$ cat src/rtl/dense_layer_pkg.sv
// Types and width constants shared by the dense-layer delay register and its result collector.
package dense_layer_pkg;

    localparam int ACT_TYPE_SIZE          = 4;
    localparam int COST_TYPE_SIZE         = 8;
    localparam int DENSE_TYPE_SIZE        = 4;
    localparam int BACKPROP_CONTROLL_SIZE = 32 * 3 + 4;

    typedef enum logic [1:0] {
        IDLE    = 2'd0,
        COLLECT = 2'd1,
        HOLD    = 2'd2
    } collector_state_t;

endpackage

$ cat src/rtl/dense_layer_result_collector_if.sv
// Result bus from the collector to the activation/cost stage.
// Handshake: a transfer happens on a rising clk edge where out_valid && out_ready; while
// out_valid is high and out_ready is low, y_out and every *_out field are held stable.
interface dense_layer_result_collector_if
    import dense_layer_pkg::*;
#(
    parameter int size                   = 3,
    parameter int data_size              = 16,
    parameter int act_type_size          = ACT_TYPE_SIZE,
    parameter int cost_type_size         = COST_TYPE_SIZE,
    parameter int dense_type_size        = DENSE_TYPE_SIZE,
    parameter int backprop_controll_size = BACKPROP_CONTROLL_SIZE
);

    logic                              out_valid;
    logic                              out_ready;
    logic [data_size*size-1:0]         y_out;
    logic [act_type_size-1:0]          act_type_out;
    logic [cost_type_size-1:0]         cost_type_out;
    logic [data_size*size-1:0]         predict_value_out;
    logic [dense_type_size-1:0]        dense_type_out;
    logic [backprop_controll_size-1:0] backprop_controll_out;

    modport master (
        output out_valid, y_out, act_type_out, cost_type_out,
               predict_value_out, dense_type_out, backprop_controll_out,
        input  out_ready
    );

    modport slave (
        input  out_valid, y_out, act_type_out, cost_type_out,
               predict_value_out, dense_type_out, backprop_controll_out,
        output out_ready
    );

endinterface

$ cat src/rtl/dense_layer_ctrl_latch.sv
// Load-enabled register bank holding the five delayed control fields for one result vector.
module dense_layer_ctrl_latch
    import dense_layer_pkg::*;
#(
    parameter int size                   = 3,
    parameter int data_size              = 16,
    parameter int act_type_size          = ACT_TYPE_SIZE,
    parameter int cost_type_size         = COST_TYPE_SIZE,
    parameter int dense_type_size        = DENSE_TYPE_SIZE,
    parameter int backprop_controll_size = BACKPROP_CONTROLL_SIZE
) (
    input  logic                              clk,
    input  logic                              rst_n,
    input  logic                              load,
    input  logic [act_type_size-1:0]          act_type_d,
    input  logic [cost_type_size-1:0]         cost_type_d,
    input  logic [data_size*size-1:0]         predict_value_d,
    input  logic [dense_type_size-1:0]        dense_type_d,
    input  logic [backprop_controll_size-1:0] backprop_controll_d,
    output logic [act_type_size-1:0]          act_type_q,
    output logic [cost_type_size-1:0]         cost_type_q,
    output logic [data_size*size-1:0]         predict_value_q,
    output logic [dense_type_size-1:0]        dense_type_q,
    output logic [backprop_controll_size-1:0] backprop_controll_q
);

    always_ff @(posedge clk or negedge rst_n) begin
        if (!rst_n) begin
            act_type_q          <= '0;
            cost_type_q         <= '0;
            predict_value_q     <= '0;
            dense_type_q        <= '0;
            backprop_controll_q <= '0;
        end else if (load) begin
            act_type_q          <= act_type_d;
            cost_type_q         <= cost_type_d;
            predict_value_q     <= predict_value_d;
            dense_type_q        <= dense_type_d;
            backprop_controll_q <= backprop_controll_d;
        end
    end

endmodule

$ cat src/rtl/dense_layer_result_collector.sv
// Collects the serial per-neuron results of a dense layer into one packed vector and hands
// it, with the control fields latched at start, to the activation/cost stage.
module dense_layer_result_collector
    import dense_layer_pkg::*;
#(
    parameter int size                   = 3,
    parameter int data_size              = 16,
    parameter int act_type_size          = ACT_TYPE_SIZE,
    parameter int cost_type_size         = COST_TYPE_SIZE,
    parameter int dense_type_size        = DENSE_TYPE_SIZE,
    parameter int backprop_controll_size = BACKPROP_CONTROLL_SIZE,
    parameter int idx_width              = $clog2(size)
) (
    input  logic                              clk,
    input  logic                              rst_n,
    input  logic                              start,
    input  logic [act_type_size-1:0]          act_type,
    input  logic [cost_type_size-1:0]         cost_type,
    input  logic [data_size*size-1:0]         predict_value,
    input  logic [dense_type_size-1:0]        dense_type,
    input  logic [backprop_controll_size-1:0] backprop_controll,
    input  logic                              elem_valid,
    input  logic [data_size-1:0]              elem_data,
    output logic                              busy,
    output logic                              err,
    output collector_state_t                  state_dbg,
    dense_layer_result_collector_if.master    res
);

    localparam logic [idx_width-1:0] LAST_IDX = idx_width'(size - 1);

    collector_state_t          state_q, state_d;
    logic [idx_width-1:0]      cnt_q, cnt_d;
    logic [data_size*size-1:0] y_q;
    logic                      err_q;
    logic                      load;
    logic                      wr_en;
    logic                      err_set;

    always_ff @(posedge clk or negedge rst_n) begin
        if (!rst_n) begin
            state_q <= IDLE;
            cnt_q   <= '0;
            err_q   <= 1'b0;
        end else begin
            state_q <= state_d;
            cnt_q   <= cnt_d;
            if (err_set) begin
                err_q <= 1'b1;
            end
        end
    end

    // A start in HOLD is only legal when it coincides with the outgoing handshake.
    always_comb begin
        state_d = state_q;
        cnt_d   = cnt_q;
        load    = 1'b0;
        wr_en   = 1'b0;
        err_set = 1'b0;
        case (state_q)
            IDLE: begin
                if (elem_valid) begin
                    err_set = 1'b1;
                end
                if (start) begin
                    load    = 1'b1;
                    cnt_d   = '0;
                    state_d = COLLECT;
                end
            end
            COLLECT: begin
                if (start) begin
                    err_set = 1'b1;
                end
                if (elem_valid) begin
                    wr_en = 1'b1;
                    if (cnt_q == LAST_IDX) begin
                        cnt_d   = '0;
                        state_d = HOLD;
                    end else begin
                        cnt_d = cnt_q + idx_width'(1);
                    end
                end
            end
            HOLD: begin
                if (elem_valid) begin
                    err_set = 1'b1;
                end
                if (res.out_ready) begin
                    if (start) begin
                        load    = 1'b1;
                        cnt_d   = '0;
                        state_d = COLLECT;
                    end else begin
                        state_d = IDLE;
                    end
                end else if (start) begin
                    err_set = 1'b1;
                end
            end
            default: begin
                state_d = IDLE;
                cnt_d   = '0;
            end
        endcase
    end

    // Unwritten slots keep the previous vector; out_valid is low until all are refreshed.
    always_ff @(posedge clk or negedge rst_n) begin
        if (!rst_n) begin
            y_q <= '0;
        end else if (wr_en) begin
            for (int i = 0; i < size; i++) begin
                if (cnt_q == idx_width'(i)) begin
                    y_q[i*data_size +: data_size] <= elem_data;
                end
            end
        end
    end

    dense_layer_ctrl_latch #(
        .size                   (size),
        .data_size              (data_size),
        .act_type_size          (act_type_size),
        .cost_type_size         (cost_type_size),
        .dense_type_size        (dense_type_size),
        .backprop_controll_size (backprop_controll_size)
    ) u_ctrl_latch (
        .clk                 (clk),
        .rst_n               (rst_n),
        .load                (load),
        .act_type_d          (act_type),
        .cost_type_d         (cost_type),
        .predict_value_d     (predict_value),
        .dense_type_d        (dense_type),
        .backprop_controll_d (backprop_controll),
        .act_type_q          (res.act_type_out),
        .cost_type_q         (res.cost_type_out),
        .predict_value_q     (res.predict_value_out),
        .dense_type_q        (res.dense_type_out),
        .backprop_controll_q (res.backprop_controll_out)
    );

    assign res.out_valid = (state_q == HOLD);
    assign res.y_out     = y_q;
    assign busy          = (state_q != IDLE);
    assign err           = err_q;
    assign state_dbg     = state_q;

endmodule

$ cat src/flat_wrapper.sv
// flat-port wrapper written by rule: the top's interface ports become plain ports
module dense_layer_result_collector_flat import dense_layer_pkg::*;
#(
    parameter int size                   = 3,
    parameter int data_size              = 16,
    parameter int act_type_size          = ACT_TYPE_SIZE,
    parameter int cost_type_size         = COST_TYPE_SIZE,
    parameter int dense_type_size        = DENSE_TYPE_SIZE,
    parameter int backprop_controll_size = BACKPROP_CONTROLL_SIZE,
    parameter int idx_width              = $clog2(size)
)
  (clk, rst_n, start, act_type, cost_type, predict_value, dense_type, backprop_controll, elem_valid, elem_data, busy, err, state_dbg, res_out_valid, res_y_out, res_act_type_out, res_cost_type_out, res_predict_value_out, res_dense_type_out, res_backprop_controll_out, res_out_ready);
  dense_layer_result_collector_if #(.size(size), .data_size(data_size), .act_type_size(act_type_size), .cost_type_size(cost_type_size), .dense_type_size(dense_type_size), .backprop_controll_size(backprop_controll_size)) res_i ();
  input  logic clk;
  input  logic rst_n;
  input  logic start;
  input  logic [act_type_size-1:0] act_type;
  input  logic [cost_type_size-1:0] cost_type;
  input  logic [data_size*size-1:0] predict_value;
  input  logic [dense_type_size-1:0] dense_type;
  input  logic [backprop_controll_size-1:0] backprop_controll;
  input  logic elem_valid;
  input  logic [data_size-1:0] elem_data;
  output logic busy;
  output logic err;
  output collector_state_t state_dbg;
  output wire logic [$bits(res_i.out_valid)-1:0] res_out_valid;
  output wire logic [$bits(res_i.y_out)-1:0] res_y_out;
  output wire logic [$bits(res_i.act_type_out)-1:0] res_act_type_out;
  output wire logic [$bits(res_i.cost_type_out)-1:0] res_cost_type_out;
  output wire logic [$bits(res_i.predict_value_out)-1:0] res_predict_value_out;
  output wire logic [$bits(res_i.dense_type_out)-1:0] res_dense_type_out;
  output wire logic [$bits(res_i.backprop_controll_out)-1:0] res_backprop_controll_out;
  input wire logic [$bits(res_i.out_ready)-1:0] res_out_ready;
  assign res_out_valid = res_i.out_valid;
  assign res_y_out = res_i.y_out;
  assign res_act_type_out = res_i.act_type_out;
  assign res_cost_type_out = res_i.cost_type_out;
  assign res_predict_value_out = res_i.predict_value_out;
  assign res_dense_type_out = res_i.dense_type_out;
  assign res_backprop_controll_out = res_i.backprop_controll_out;
  assign res_i.out_ready = res_out_ready;
  dense_layer_result_collector #(.size(size), .data_size(data_size), .act_type_size(act_type_size), .cost_type_size(cost_type_size), .dense_type_size(dense_type_size), .backprop_controll_size(backprop_controll_size), .idx_width(idx_width)) u_core (.clk(clk), .rst_n(rst_n), .start(start), .act_type(act_type), .cost_type(cost_type), .predict_value(predict_value), .dense_type(dense_type), .backprop_controll(backprop_controll), .elem_valid(elem_valid), .elem_data(elem_data), .busy(busy), .err(err), .state_dbg(state_dbg), .res(res_i));
endmodule
$ cat config.mk
export PLATFORM = sky130hd
export DESIGN_NAME = dense_layer_result_collector_flat
export DESIGN_NICKNAME = d
export VERILOG_FILES = /design/src/rtl/dense_layer_pkg.sv /design/src/rtl/dense_layer_result_collector_if.sv /design/src/rtl/dense_layer_ctrl_latch.sv /design/src/rtl/dense_layer_result_collector.sv /design/src/flat_wrapper.sv
export SDC_FILE = /design/constraint.sdc
export NUM_CORES = 1
export LEC_CHECK = 0
export BUFFER_PORTS_ARGS = -buffer_cell sky130_fd_sc_hd__buf_2
export CAP_MARGIN = 20
export CORE_ASPECT_RATIO = 1.2
export CORE_MARGIN = 2
export CORE_UTILIZATION = 25
export CTS_BUF_LIST = sky130_fd_sc_hd__clkbuf_8
export DETAILED_ROUTE_END_ITERATION = 8
export PLACE_DENSITY = 0.57
export RECOVER_POWER = 50
export SLEW_MARGIN = 15
export SYNTH_ARGS = -nofsm -noshare
export SYNTH_HDL_FRONTEND = slang
export SYNTH_SLANG_ARGS = --single-unit
$ cat constraint.sdc
create_clock -name clk -period 2.97 [get_ports clk]
set_input_delay 0.297 -clock clk [delete_from_list [all_inputs] [get_ports clk]]
set_output_delay 0.297 -clock clk [all_outputs]
set_load 0.02 [all_outputs]
==> impl_metrics.py, run 1 <==
metrics = {
    "sta": {
        "slew_viol_final": 0,
        "holdWs_ns": 0.0464,
        "max_freq_ghz": 0.481,
        "rsz0062_at_grt": "no",
        "finalCritPeriodShare_pct": 70.0,
        "finalHoldViolations": 0,
        "post-route-min-period_ns": 2.08,
        "tightestPinTransition_ns": 1.25,
        "slew_headroom_pct": 16.5,
        "fin_tns_setup_ns": 0,
        "finalSetupViolCount": 0,
        "clock_skew_ns": 0.0161,
    },
    "clock_network": {
        "clk_path_buf_depth": 3,
        "clk_pin_slew_ns": 0.06,
        "cts_tree": "yes",
        "numCtsBuffers": 39,
        "htreeDepth": 2,
        "insertion_delay_ns": 0.55,
        "cts.root.buffer_cell": "clkbuf_8",
        "post_cts_resized": 0,
        "cts.sinks": 217,
    },
    "routing": {
        "first_iter_violations": 148,
        "drtPass1Iterations": 4,
        "wirelength_um": 25700,
        "drc": 0,
        "vias": 6451,
        "drt-vias-per-instance": 4.08,
        "detail-route-antenna-nets": 0,
        "wl_per_cell_um": 16.3,
    },
    "synth": {
        "synth_fp_nets": 658,
        "synth_top_cell_by_area": "dfrtp_1",
        "synthTopCellsByArea": "dfrtp_1 (61%), mux2_4 (28%), mux2_2 (5.7%), buf_6 (2.5%), and2b_1 (0.17%)",
        "ys_seq_elements": 217,
        "avgSynthCellArea_um2": 18.7,
        "synth_top_area_share_pct": 61.4,
        "syn_inst": 473,
        "ys_seq_area_share_pct": 61.4,
        "yosys_warnings": 0,
        "syn-cell-area_mm2": 0.00884,
        "synth_cell_types": 23,
    },
    "floorplanning": {
        "die-width_um": 176,
        "die_y_um": 210,
        "start_util_pct": 25.3,
        "io-pin-count": 402,
        "rows": 75,
        "core_mm2": 0.0349,
        "die_area_mm2": 0.0369,
    },
    "power": {
        "p_int_mw": 9.48,
        "clkPwrFrac_pct": 19.5,
        "combPwrFrac_pct": 45.5,
        "switchingPower_mw": 5.89,
        "swShare_pct": 38.3,
        "vdd_drop_max_uv": 524,
        "p_leak_nw": 6.62,
        "p_total_mw": 15.4,
        "power_density_mw_per_mm2": 1110,
        "seqPwrFrac_pct": 34.9,
    },
    "run": {
        "cap_violations": 0,
    },
    "worst_setup_path": {
        "startpoint_type": "input pin",
        "worstSetupPathType": "in2async",
        "worstSetupEndpointType": "asynchronous set/reset pin",
        "path_max_fanout": 92,
        "endpoint": "u_core.u_ctrl_latch.backprop_controll_q[4]$_DFFE_PN0P_",
        "arrival_ns": 2.53,
        "cp-startpoint": "rst_n",
        "reg2reg_slack_ns": 0.95,
        "r2r_cells": 5,
        "reg2reg_to": "u_core.u_ctrl_latch.predict_value_q[30]$_DFFE_PN0P_",
        "required_ns": 3.42,
        "r2r_start": "u_core.state_dbg[1]$_DFFE_PN0P_",
    },
    "cells_and_area": {
        "drive_gt1_share_pct": 52.7,
        "fillers": 3286,
        "final_util_pct": 39.8,
        "areaGrowthSynthToFinish_pct": 57.1,
        "layout.nets": 1274,
        "antenna_cells": 0,
        "final_cell_area_mm2": 0.0139,
    },
    "global_route": {
        "antenna_found_initial": 0,
        "gr-max-usage-layer": "met2",
        "grtUsageMet3_pct": 3.73,
        "first_global_vias": 7163,
        "grt.total_usage_pct": 13.6,
        "grt_overflow": 0,
        "use_met2_pct": 23.6,
        "grt_pass1_wl_um": 39600,
        "grt_start_max_net_pins": 93,
        "use_met1_pct": 15.5,
    },
    "placement": {
        "gp_congestion": 0.784,
        "hpwl_um": 16800,
        "io_buffers": 401,
        "placed_area_mm2": 0.0114,
    },
    "outcome": {
        "status": "finished, final reports clean",
    },
    "hold_path": {
        "hp-class": "in2reg",
    },
}
==> per-stage QoR <==
step	worst slack [ns]	std cells
2_1_floorplan	1.32	473
3_3_place_gp	0.999	1328
3_5_place_dp	0.942	1328
4_1_cts	0.923	1581
5_1_grt	0.501	1581
6_report	0.892	1581
==> power by group through the flow <==
stage | Combinational (mW) | Clock (mW) | Sequential, mW
2_1_floorplan | 2.91 | 0 | 7.12
3_3_place_gp | 6.96 | 0 | 5.31
3_5_place_dp | 7.04 | 0 | 5.32
4_1_cts | 7.23 | 3.12 | 5.33
5_1_grt | 7.35 | 3.26 | 5.55
6_report | 7.00 | 3.00 | 5.37
==> synthesized netlist by cell type <==
master      n
and4bb_1    1
and3_1      2
buf_6      20
a32o_1      1
o21ai_0     1
nand3_1     1
nor2b_1     2
buf_4       1
nand2b_2    1
o21bai_1    2
inv_2       1
a221o_1     1
buf_8       1
or2_2       1
mux2_2     45
nand2_1     1
mux2_4    167
dfrtp_1   217
a31o_2      1
and2b_1     2
nand2_2     1
a21o_1      1
buf_2       2
==> layout make-up <==
class | count | area [um^2] | area share (%)
clock buffers | 51 | 702 | 5.05
clock inverters | 20 | 149 | 1.07
inverters | 1 | 3.75 | 0.0270
multi-input cells | 231 | 3160 | 22.7
flip-flops and latches | 217 | 5430 | 39.1
well taps | 462 | 578 | 4.16
repair buffers | 599 | 3870 | 27.9
==> critical path, cell delays in order <==
cell	delay (ns)
dlygate4sd3_1	0.57
buf_8	0.54
clkbuf_2	1.04
==> logic make-up (layout without fill, tap and decap cells) <==
group	count (synthesis)	in the layout	synth area share, %
buffers and inverters	25	671	2.96
flip-flops	217	217	61.4
AO/OA/AOI/OAI	7	7	0.637
AND/OR/NAND/NOR	12	12	0.934
multiplexers	212	212	34.1
==> cell usage in the layout, fill, tap and decap left out, drive strengths merged <==
cell type,netlist,routed
or2,1,1
inv,1,8
bufinv,0,2
and2b,2,2
nor2b,2,2
clkinvlp,0,3
clkinv,0,8
and3,2,2
a32o,1,1
mux2,212,212
and4bb,1,1
clkbuf,0,161
a21o,1,1
a221o,1,1
o21ai,1,1
buf,24,307
o21bai,2,2
nand2,2,2
dfrtp,217,217
dlygate4sd3,0,182
a31o,1,1
nand3,1,1
nand2b,1,1
==> worst min path at each step <==
| stage | slack [ns] | end | cells after the start | startpoint |
|---|---|---|---|---|
| floorplan | 0.001 | u_core.cnt_q[0]$_DFFE_PN0P_ | 0 | rst_n |
| global placement | 0.38 | u_core.u_ctrl_latch.act_type_q[0]$_DFFE_PN0P_ | 1 | rst_n |
| detailed placement | 0.37 | u_core.u_ctrl_latch.act_type_q[0]$_DFFE_PN0P_ | 1 | rst_n |
| CTS | 0.004 | u_core.u_ctrl_latch.backprop_controll_q[55]$_DFFE_PN0P_ | 2 | backprop_controll[55] |
| global route | 0.003 | u_core.u_ctrl_latch.backprop_controll_q[55]$_DFFE_PN0P_ | 2 | backprop_controll[55] |
| finish | 0.05 | u_core.u_ctrl_latch.backprop_controll_q[55]$_DFFE_PN0P_ | 2 | backprop_controll[55] |
==> repair_timing <==
action	4_1_cts	5_1_grt
hold buffers	182	0
buffers inserted	0	0
endpoints found under the hold margin	297	0
==> sequential cells by signal, summed over array words and instances (netlist names) <==
signal                                   flops
u_core.u_ctrl_latch.predict_value_q         48
u_core.u_ctrl_latch.dense_type_q             4
u_core.u_ctrl_latch.cost_type_q              8
u_core.res.y_out                            48
u_core.err                                   1
u_core.u_ctrl_latch.backprop_controll_q    100
u_core.u_ctrl_latch.act_type_q               4
u_core.state_dbg                             2
u_core.cnt_q                                 2
==> layer usage <==
metal | up-vias | share of wire [%]
met5 | - | 0
met4 | 0 | 3.9
met3 | 60 | 7.1
met2 | 305 | 50
met1 | 3173 | 39
li1 | 2913 | -
(Power assumes the default switching activity.)
==> inputs of run 2 (changes only) <==
ABC_AREA = 1   (was unset)
PLACE_DENSITY = 0.59   (was 0.57)
clock period = 1.8 ns   (was 2.97 ns; I/O delays follow)
==> run 2 against run 1 <==
Against the previous run:
- sequential power is 56% higher
- combinational power is 32% higher
- synthesized cell count is 98% higher
- clock-buffer cell count is 3 lower
- critical path depth stayed put
- die area is 4.1% lower
- utilization is 0.85 points higher
- global-route usage is 1.0 points higher
- setup slack worse by 0.74 ns
- highest routed layer unchanged
- sequential cell count stayed put
- clock skew is 0.0057 ns higher
- critical path type is now reg2out
- area after synthesis is 4.1% lower
==> impl_metrics.py, run 2 <==
metrics = {
    "synth": {
        "ys_seq_area_share_pct": 64.0,
        "async_reset_ff_share_pct": 100,
        "synthFlopType": "dfrtp_1",
        "synthTopCellsByArea": "dfrtp_1 (64%), nand2_1 (12%), o21ai_0 (12%), inv_1 (8.2%), buf_2 (1.2%)",
        "yosysMostFrequentCell": "nand2_1",
        "synth_top_area_share_pct": 64.0,
        "syn_inst": 936,
        "synth_edf_count": 0,
        "synth_cell_types": 18,
        "syn-cell-area_mm2": 0.00848,
        "synth_fp_nets": 1121,
        "synth_top_cell_by_area": "dfrtp_1",
        "synth_commonest_cells": "nand2_1 (274), dfrtp_1 (217), o21ai_0 (198), inv_1 (185), clkbuf_1 (21)",
        "avgSynthCellArea_um2": 9.06,
        "ys_seq_elements": 217,
        "yosys_warnings": 0,
    },
    "clock_network": {
        "clk_path_buf_depth": 3,
        "post_cts_resized": 0,
        "clk_pin_slew_ns": 0.06,
        "cts_tree": "yes",
        "htreeDepth": 2,
        "insertion_delay_ns": 0.53,
        "cts.root.buffer_cell": "clkbuf_8",
        "numCtsBuffers": 37,
        "cts.sinks": 217,
    },
    "cells_and_area": {
        "fin_cells": 2012,
        "regMostFlops": "u_core.u_ctrl_latch.backprop_controll_q",
        "final_util_pct": 40.6,
        "areaGrowthSynthToFinish_pct": 59.4,
        "drive_gt1_share_pct": 25.2,
        "antenna_cells": 0,
        "largest_reg_flops": 100,
        "final_common_cell": "buf_2",
        "final_cell_area_mm2": 0.0135,
        "layout.nets": 1726,
        "final_cell_mix": "buf_2 (311), nand2_1 (274), dfrtp_1 (217)",
    },
    "sta": {
        "finalSetupViolCount": 0,
        "holdWs_ns": 0.374,
        "finalHoldViolations": 0,
        "tightestPinTransition_ns": 0.939,
        "slew_headroom_pct": 37.4,
        "max_freq_ghz": 0.606,
        "post-route-min-period_ns": 1.65,
        "slew_viol_final": 0,
        "fin_tns_setup_ns": 0,
        "rsz0062_at_grt": "no",
        "finalCritPeriodShare_pct": 91.7,
        "worst_slack_ns": 0.149,
        "clock_skew_ns": 0.0218,
    },
    "power": {
        "power_density_mw_per_mm2": 1620,
        "p_total_mw": 22.0,
        "p_leak_nw": 7.40,
        "vdd_drop_max_uv": 776,
    },
    "placement": {
        "place_worst_setup_slack_ns": 0.359,
        "io_buffers": 401,
        "hpwl_um": 18200,
        "gp_congestion": 0.798,
        "placed_area_mm2": 0.0111,
        "dp.cells": 1768,
    },
    "floorplanning": {
        "io-pin-count": 402,
        "core_mm2": 0.0332,
        "die_area_mm2": 0.0354,
        "rows": 73,
        "start_util_pct": 25.5,
        "die-width_um": 172,
        "die_y_um": 206,
    },
    "routing": {
        "first_iter_violations": 340,
        "drt-vias-per-instance": 4.03,
        "drtPass1Iterations": 5,
        "wl_per_cell_um": 13.3,
        "detail-route-antenna-nets": 0,
        "vias": 8107,
        "drc": 0,
        "wirelength_um": 26900,
    },
    "global_route": {
        "antenna_found_initial": 0,
        "grt_start_max_net_pins": 68,
        "first_global_vias": 8260,
        "grt_overflow": 0,
        "grt.total_usage_pct": 14.6,
        "grt_pass1_wl_um": 41300,
    },
    "run": {
        "cap_violations": 0,
    },
    "worst_setup_path": {
        "path_max_fanout": 6,
        "startpoint_type": "flip-flop",
        "arrival_ns": 1.47,
        "required_ns": 1.62,
        "worstSetupEndpointType": "output port",
        "worstSetupPathType": "reg2out",
    },
    "outcome": {
        "status": "finished, final reports clean",
    },
    "hold_path": {
        "hp-class": "in2async",
    },
}
run 2: logic make-up after synthesis:
logic type	Yosys count	synth area share, %
buf+inv	231	10.7
compound gates	200	11.8
simple gates	288	13.4
flops	217	64.0
run 2: area by class of cell:
class / instances / area [um^2]
Clock buffer: 48 / 661
Clock inverter: 12 / 60.1
Fill cell: 3324 / 19700
Inverter: 187 / 702
Multi-Input combinational cell: 488 / 2140
Sequential cell: 217 / 5430
Tap cell: 450 / 563
Timing Repair Buffer: 610 / 3960
run 2: timing repair:
action | CTS | global route
buffers inserted | 0 | 0
endpoints found under the hold margin | 288 | 0
hold buffers | 184 | 0
run 2: final timing paths:
| path | slack, ns | from | depth (start not counted) | endpoint |
|---|---|---|---|---|
| worst max-delay path | 0.15 | u_core.state_dbg[1]$_DFFE_PN0P_ | 3 | res_out_valid |
| worst min-delay path | 0.37 | rst_n | 2 | u_core.u_ctrl_latch.cost_type_q[4]$_DFFE_PN0P_ |
| worst max register to register | 0.23 | u_core.state_dbg[1]$_DFFE_PN0P_ | 6 | u_core.u_ctrl_latch.backprop_controll_q[53]$_DFFE_PN0P_ |
| worst min register to register | 0.48 | u_core.res.y_out[31]$_DFFE_PN0P_ | 2 | u_core.res.y_out[31]$_DFFE_PN0P_ |
| max in group asynchronous | 0.31 | rst_n | 3 | u_core.u_ctrl_latch.backprop_controll_q[95]$_DFFE_PN0P_ |
| min in group clk | 0.41 | elem_data[14] | 4 | u_core.res.y_out[46]$_DFFE_PN0P_ |
run 2: critical path, cell delays in order, from the launching register on:
cell and delay (ns):
dfrtp_1 0.46, inv_1 0.14, nor2_1 0.14, buf_2 0.20
run 2: power breakdown:
part	internal [mW]	leakage, nW	switching [mW]
Clock	2.38	0.395	1.97
Combinational	2.92	4.31	6.29
Sequential	7.17	2.70	1.23
run 2: routing by layer:
metal	share of wire, %	global-route usage, %	up-vias
li1	-	-	4029
met1	38	16.1	3731
met2	51	25.9	285
met3	7.9	4.48	62
met4	3.3	6.00	0
met5	0	0	-
